`src/rtl/mult_pkg.sv`:
```
// Shared constants for the shift-and-add multiplier: default width, counter width
// and bit positions of the control-to-datapath action strobes.
package mult_pkg;

    localparam int unsigned MULT_N = 8;
    localparam int unsigned CNT_W  = $clog2(MULT_N);

    localparam int unsigned ACT_CLINICIO = 0;
    localparam int unsigned ACT_CLC      = 1;
    localparam int unsigned ACT_WC       = 2;
    localparam int unsigned ACT_WA       = 3;
    localparam int unsigned ACT_WSUMH    = 4;
    localparam int unsigned ACT_WSUML    = 5;
    localparam int unsigned ACT_SHRSUM   = 6;
    localparam int unsigned ACT_UPCONT   = 7;
    localparam int unsigned ACT_FIN      = 8;
    localparam int unsigned NUM_ACT      = 9;

    typedef logic [NUM_ACT-1:0] act_t;

endpackage

```
`src/rtl/mult_datapath_if.sv`:
```
// Control <-> datapath bundle: operands and action strobes one way, status and result back.
interface mult_datapath_if
    import mult_pkg::*;
#(
    parameter int unsigned N = MULT_N
);
    logic [N-1:0]   a;
    logic [N-1:0]   b;
    logic           clinicio;
    logic           clc;
    logic           wc;
    logic           wa;
    logic           wsumh;
    logic           wsuml;
    logic           shrsum;
    logic           upcont;
    logic           fin;
    logic           SUML0;
    logic           cycont;
    logic [2*N-1:0] product;
    logic           done;

    modport master (
        output a, b, clinicio, clc, wc, wa, wsumh, wsuml, shrsum, upcont, fin,
        input  SUML0, cycont, product, done
    );

    modport slave (
        input  a, b, clinicio, clc, wc, wa, wsumh, wsuml, shrsum, upcont, fin,
        output SUML0, cycont, product, done
    );
endinterface

```
`src/rtl/mult_iter_counter.sv`:
```
// Iteration counter: synchronous clear, wrapping increment, terminal-count decode
// taken from the pre-increment value.
module mult_iter_counter
    import mult_pkg::*;
#(
    parameter int unsigned N    = MULT_N,
    parameter int unsigned CntW = $clog2(N)
) (
    input  logic            clk,
    input  logic            reset,
    input  logic            i_clr,
    input  logic            i_inc,
    output logic [CntW-1:0] o_cnt,
    output logic            o_last
);
    logic [CntW-1:0] r_cnt;
    logic [CntW-1:0] w_cnt_nxt;

    assign o_last = (r_cnt == CntW'(N - 1));
    assign o_cnt  = r_cnt;

    always_comb begin
        w_cnt_nxt = r_cnt;
        if (i_clr) begin
            w_cnt_nxt = '0;
        end else if (i_inc) begin
            w_cnt_nxt = o_last ? '0 : r_cnt + CntW'(1);
        end
    end

    always_ff @(posedge clk or negedge reset) begin
        if (!reset) begin
            r_cnt <= '0;
        end else begin
            r_cnt <= w_cnt_nxt;
        end
    end
endmodule

```
`src/rtl/mult_datapath.sv`:
```
// Shift-and-add multiplier datapath: executes control strobes on A, {C,SUMH,SUML},
// the iteration counter and the held result register.
module mult_datapath
    import mult_pkg::*;
#(
    parameter int unsigned N = MULT_N
) (
    input  logic         clk,
    input  logic         reset,
    mult_datapath_if.slave bus
);
    localparam int unsigned CntW = $clog2(N);

    act_t            w_act;
    logic [N-1:0]    r_a;
    logic [N-1:0]    r_sumh;
    logic [N-1:0]    r_suml;
    logic            r_c;
    logic [2*N-1:0]  r_product;
    logic            r_done;
    logic [N:0]      w_add;
    logic [N-1:0]    w_sumh_nxt;
    logic [N-1:0]    w_suml_nxt;
    logic            w_c_nxt;
    logic            w_shift;
    logic [CntW-1:0] w_cnt;

    assign w_act[ACT_CLINICIO] = bus.clinicio;
    assign w_act[ACT_CLC]      = bus.clc;
    assign w_act[ACT_WC]       = bus.wc;
    assign w_act[ACT_WA]       = bus.wa;
    assign w_act[ACT_WSUMH]    = bus.wsumh;
    assign w_act[ACT_WSUML]    = bus.wsuml;
    assign w_act[ACT_SHRSUM]   = bus.shrsum;
    assign w_act[ACT_UPCONT]   = bus.upcont;
    assign w_act[ACT_FIN]      = bus.fin;

    assign w_add   = {1'b0, r_a} + {1'b0, r_sumh};
    // An add in the same cycle suppresses the shift on every part of {C,SUMH,SUML}.
    assign w_shift = w_act[ACT_SHRSUM] && !w_act[ACT_WSUMH];

    always_comb begin
        w_sumh_nxt = r_sumh;
        w_suml_nxt = r_suml;
        w_c_nxt    = r_c;

        if (w_act[ACT_WSUML]) begin
            w_suml_nxt = bus.b;
        end else if (w_shift) begin
            w_suml_nxt = {r_sumh[0], r_suml[N-1:1]};
        end

        if (w_act[ACT_CLINICIO]) begin
            w_sumh_nxt = '0;
        end else if (w_act[ACT_WSUMH]) begin
            w_sumh_nxt = w_add[N-1:0];
        end else if (w_shift) begin
            w_sumh_nxt = {r_c, r_sumh[N-1:1]};
        end

        if (w_act[ACT_CLINICIO]) begin
            w_c_nxt = 1'b0;
        end else if (w_act[ACT_WC]) begin
            w_c_nxt = w_add[N];
        end else if (w_act[ACT_CLC] || w_shift) begin
            w_c_nxt = 1'b0;
        end
    end

    always_ff @(posedge clk or negedge reset) begin
        if (!reset) begin
            r_a       <= '0;
            r_sumh    <= '0;
            r_suml    <= '0;
            r_c       <= 1'b0;
            r_product <= '0;
            r_done    <= 1'b0;
        end else begin
            if (w_act[ACT_WA]) begin
                r_a <= bus.a;
            end
            r_sumh <= w_sumh_nxt;
            r_suml <= w_suml_nxt;
            r_c    <= w_c_nxt;
            if (w_act[ACT_FIN]) begin
                r_product <= {r_sumh, r_suml};
            end
            if (w_act[ACT_CLINICIO]) begin
                r_done <= 1'b0;
            end else if (w_act[ACT_FIN]) begin
                r_done <= 1'b1;
            end
        end
    end

    mult_iter_counter #(
        .N    (N),
        .CntW (CntW)
    ) u_cnt (
        .clk    (clk),
        .reset  (reset),
        .i_clr  (w_act[ACT_CLINICIO]),
        .i_inc  (w_act[ACT_UPCONT]),
        .o_cnt  (w_cnt),
        .o_last (bus.cycont)
    );

    assign bus.SUML0   = r_suml[0];
    assign bus.product = r_product;
    assign bus.done    = r_done;

    // Counter value is only observed by the terminal-count decode here.
    logic w_unused;
    assign w_unused = ^w_cnt;
endmodule

```
`src/flat_wrapper.sv`:
```
// flat-port wrapper written by rule: the top's interface ports become plain ports
module mult_datapath_flat import mult_pkg::*;
#(
    parameter int unsigned N = MULT_N
)
  (clk, reset, bus_a, bus_b, bus_clinicio, bus_clc, bus_wc, bus_wa, bus_wsumh, bus_wsuml, bus_shrsum, bus_upcont, bus_fin, bus_SUML0, bus_cycont, bus_product, bus_done);
  mult_datapath_if #(.N(N)) bus_i ();
  input  logic clk;
  input  logic reset;
  input wire logic [$bits(bus_i.a)-1:0] bus_a;
  input wire logic [$bits(bus_i.b)-1:0] bus_b;
  input wire logic [$bits(bus_i.clinicio)-1:0] bus_clinicio;
  input wire logic [$bits(bus_i.clc)-1:0] bus_clc;
  input wire logic [$bits(bus_i.wc)-1:0] bus_wc;
  input wire logic [$bits(bus_i.wa)-1:0] bus_wa;
  input wire logic [$bits(bus_i.wsumh)-1:0] bus_wsumh;
  input wire logic [$bits(bus_i.wsuml)-1:0] bus_wsuml;
  input wire logic [$bits(bus_i.shrsum)-1:0] bus_shrsum;
  input wire logic [$bits(bus_i.upcont)-1:0] bus_upcont;
  input wire logic [$bits(bus_i.fin)-1:0] bus_fin;
  output wire logic [$bits(bus_i.SUML0)-1:0] bus_SUML0;
  output wire logic [$bits(bus_i.cycont)-1:0] bus_cycont;
  output wire logic [$bits(bus_i.product)-1:0] bus_product;
  output wire logic [$bits(bus_i.done)-1:0] bus_done;
  assign bus_i.a = bus_a;
  assign bus_i.b = bus_b;
  assign bus_i.clinicio = bus_clinicio;
  assign bus_i.clc = bus_clc;
  assign bus_i.wc = bus_wc;
  assign bus_i.wa = bus_wa;
  assign bus_i.wsumh = bus_wsumh;
  assign bus_i.wsuml = bus_wsuml;
  assign bus_i.shrsum = bus_shrsum;
  assign bus_i.upcont = bus_upcont;
  assign bus_i.fin = bus_fin;
  assign bus_SUML0 = bus_i.SUML0;
  assign bus_cycont = bus_i.cycont;
  assign bus_product = bus_i.product;
  assign bus_done = bus_i.done;
  mult_datapath #(.N(N)) u_core (.clk(clk), .reset(reset), .bus(bus_i));
endmodule
```
`config.mk`:
```
export PLATFORM = sky130hd
export DESIGN_NAME = mult_datapath_flat
export DESIGN_NICKNAME = d
export VERILOG_FILES = /design/src/rtl/mult_pkg.sv /design/src/rtl/mult_datapath_if.sv /design/src/rtl/mult_iter_counter.sv /design/src/rtl/mult_datapath.sv /design/src/flat_wrapper.sv
export SDC_FILE = /design/constraint.sdc
export NUM_CORES = 1
export LEC_CHECK = 0
export BUFFER_PORTS_ARGS = -buffer_cell sky130_fd_sc_hd__buf_2
export CORE_ASPECT_RATIO = 1.5
export CORE_MARGIN = 5
export CORE_UTILIZATION = 29
export CTS_CLUSTER_SIZE = 16
export DETAILED_ROUTE_END_ITERATION = 12
export PLACE_DENSITY = 0.56
export SLEW_MARGIN = 20
export SYNTH_ARGS = -nofsm -noshare
export SYNTH_HDL_FRONTEND = slang
export SYNTH_SLANG_ARGS = --single-unit
```
`constraint.sdc`:
```
create_clock -name clk -period 2.15 [get_ports clk]
set_input_delay 0.43 -clock clk [delete_from_list [all_inputs] [get_ports clk]]
set_output_delay 0.43 -clock clk [all_outputs]
set_load 0.1 [all_outputs]
```
==> metrics <==
outcome finished clean; YS warnings 0; drt drc 0; vias in the first global route 1724; Post-Synth Simple-Gate Area 0.08545; layout net count 269; 1st-iter DRT viols 72; clock latency on the worst-skew pair 0.30 ns; GPL Wtd Cong 0.8512; XOR/XNOR Fraction of Synth Area 0.008083; Initial Utilization 0.2979; RSZ-0062 raised after global routing no; mapped cell area 2167 um2; compound-gate portion of the synthesized area 0.1155; Sink Count 45; vias per cell 4.675; pre-CTS worst setup slack 0.04370 ns; Clk pwr share 0.225; CP max stage cell dfrtp_1; H-tree depth 2; TritonCTS clock tree yes; Synth Flop Type dfrtp_1; Die ar. 9337 um2; CTS Root Buffer Type clkbuf_8; min cycle time layout 1.937 ns; Worst setup EP type register; PortBufs 45; CTS Buf Count 5; CORE AREA 7274 um2; drt total wl 4.772 mm; layout cells sized above 1 0.3621; power per cell area 894.6 nW/um2; vias 1552; Comb pwr share 0.341; Post-Syn Area per Cell 11.91 um2; Die X 80.58 um; Lkg Pwr 0.001281 uW; Fin Setup TNS 0 ns; Synth-to-Final Area Change 20.61%; initial antenna violation count 0; # rows 38; Tot GR Track Use 0.1127; area fraction of the dominant cell type after synthesis 0.5196; Hold WC Path Type in2async; GR Overflow Total 0; CP top delay family compound AO/OA/AOI/OAI gates; fin cells 332; clock skew 0.001669 ns; CTS clock-pin slew for the worst setup and hold paths 0.09 ns; Gate Count Post-Synth 182; fin area 2614 um2; crit share post-route 0.9008; largest net degree at the start of global routing 23; EDFF count, synth 0; CP peak stage delay 0.42 ns; crit path kind reg2reg; dpl hpwl 3.611 mm; placed inst area 2504 um2; post-synthesis sequential area ratio 0.5196; buffers plus inverters on the worst setup path 1; max-cap violations 0; dominant cells by area after synthesis dfrtp_1 (52%), mux2_2 (12%), mux2i_1 (6.5%); post-synthesis async set-or-reset flop share 1.000; WP data required 2.40 ns; Psw 945.5 uW; critical path, cell by cell ha_1 -> inv_1 -> fa_2 -> nor2b_4 -> o31a_1 -> o31a_1 -> a2111oi_2 -> or2_1; post-synth net total 220; endpoints failing hold 0; DRT Pass-1 Iters 4; Synth cell types 35; Die Ht 115.9 um; # setup viols final 0; mux cell area share after synthesis 0.1842; f_max 516.4 MHz; Crit path top cell by count o31a_1; Post-DRT Antenna Nets 0; most common cell in the netlist dfrtp_1; #FFs+latches synth 45; CP Max Fanout 4; Worst EP arrival 2.18 ns; DR WL/cell 14.37 um; slew margin rel. 0.6696; first-pass GRT wire length 8.155 mm; post-route setup slack 0.2133 ns; leading area contributor after synthesis dfrtp_1; n_diodes 0; Max clock buf depth 2; Worst setup SP type register; slew of the pin with the lowest slew margin 0.4956 ns; Worst VDD drop 0.0003723 V; Synth Area in Adders 0.06697; synth cell count leaders dfrtp_1 (45), mux2_2 (23), mux2i_1 (14), nor2_1 (14), nand2_1 (12); switch share 0.4043; final slew viol count 0; largest family of logic cells by synthesized area multiplexers; # IOs 46; internal power 1393 uW; Cell Count Post-Placement 322; sequential group share of total power 0.434
==> metal layers <==
metal	GRT usage	share of wire
met3	0.02022	0.041
met5	0	0
met1	0.1298	0.41
met4	0.05073	0.021
met2	0.2008	0.53
==> sequential cells by signal, summed over array words and instances (netlist names) <==
register,flops
u_core.bus.done,1
u_core.bus.product,16
u_core.r_a,8
u_core.r_c,1
u_core.r_sumh,8
u_core.r_suml,8
u_core.u_cnt.o_cnt,3
==> worst paths after layout <==
| kind | depth (start not counted) | endpoint | start | slack, ns |
|---|---|---|---|---|
| worst max-delay path | 8 | u_core.r_sumh[6]$_DFFE_PN0P_ | u_core.r_sumh[0]$_DFFE_PN0P_ | 0.21 |
| worst min-delay path | 1 | u_core.r_a[6]$_DFFE_PN0P_ | reset | 0.08 |
| worst max register to register | 8 | u_core.r_sumh[6]$_DFFE_PN0P_ | u_core.r_sumh[0]$_DFFE_PN0P_ | 0.21 |
| worst min register to register | 2 | u_core.bus.done$_DFFE_PN0P_ | u_core.bus.done$_DFFE_PN0P_ | 0.50 |
| max in group asynchronous | 2 | u_core.bus.product[10]$_DFFE_PN0P_ | reset | 1.49 |
| min in group clk | 3 | u_core.r_suml[3]$_DFFE_PN0P_ | bus_b[3] | 0.33 |
==> power by group through the flow <==
stage	sequential [uW]	combinational, uW	clock [uW]
2_1_floorplan	1380	267	0
3_3_place_gp	1030	789	0
3_5_place_dp	1040	796	0
4_1_cts	1020	798	545
5_1_grt	1030	855	580
6_report	1020	797	525
==> cells by family (layout without fill, tap and decap cells) <==
family	Yosys count	count (layout)
AOI/OAI and AO/OA	38	38
xor gates and xnor gates	2	2
adders and majority gates	11	11
buffers and inverters	11	61
DFF	45	45
muxes	37	37
and+or+nand+nor	38	38
==> worst register-to-register path, stage by stage (launching register included) <==
cell and delay (ns):
dfrtp_1 0.42, ha_1 0.23, inv_1 0.08, fa_2 0.23
nor2b_4 0.04, o31a_1 0.26, o31a_1 0.27, a2111oi_2 0.21
or2_1 0.14
==> stage by stage <==
stage               total power, uW  hold slack, ns    util
finish                         2338         0.08438  0.3593
global route                   2468          0.1206  0.3593
CTS                            2361          0.1009  0.3560
detailed placement             1832          0.4341  0.3442
global placement               1821          0.4314  0.3442
floorplan                      1652          0.1344       -
==> cells in the final DEF, fill, tap and decap left out, types with 4 or more instances in the layout <==
cell / Yosys / final
dfrtp_1: 45 / 45
buf_2: 2 / 45
clkbuf_8: 0 / 5
mux2_2: 23 / 23
mux2i_1: 14 / 14
nor2_1: 14 / 14
buf_4: 0 / 4
a21oi_1: 6 / 6
o21ai_0: 11 / 11
nand2_1: 12 / 12
inv_1: 4 / 4
a211oi_1: 8 / 8
ha_1: 10 / 10
==> layout make-up <==
cell class / count / area (um2)
sequential: 45 / 1126
inverter: 4 / 15.01
multi-input combinational: 126 / 1006
tap: 100 / 125.1
timing repair buffer: 49 / 255.2
fill: 741 / 4661
clock buffer: 5 / 68.82
clock inverter: 3 / 17.52
==> timing repair <==
item,CTS,global route
buffers inserted,0,2
resized for setup,0,3
setup endpoints to repair,0,1
hold buffers,0,0
No activity file was read; power rests on OpenSTA's default activity.
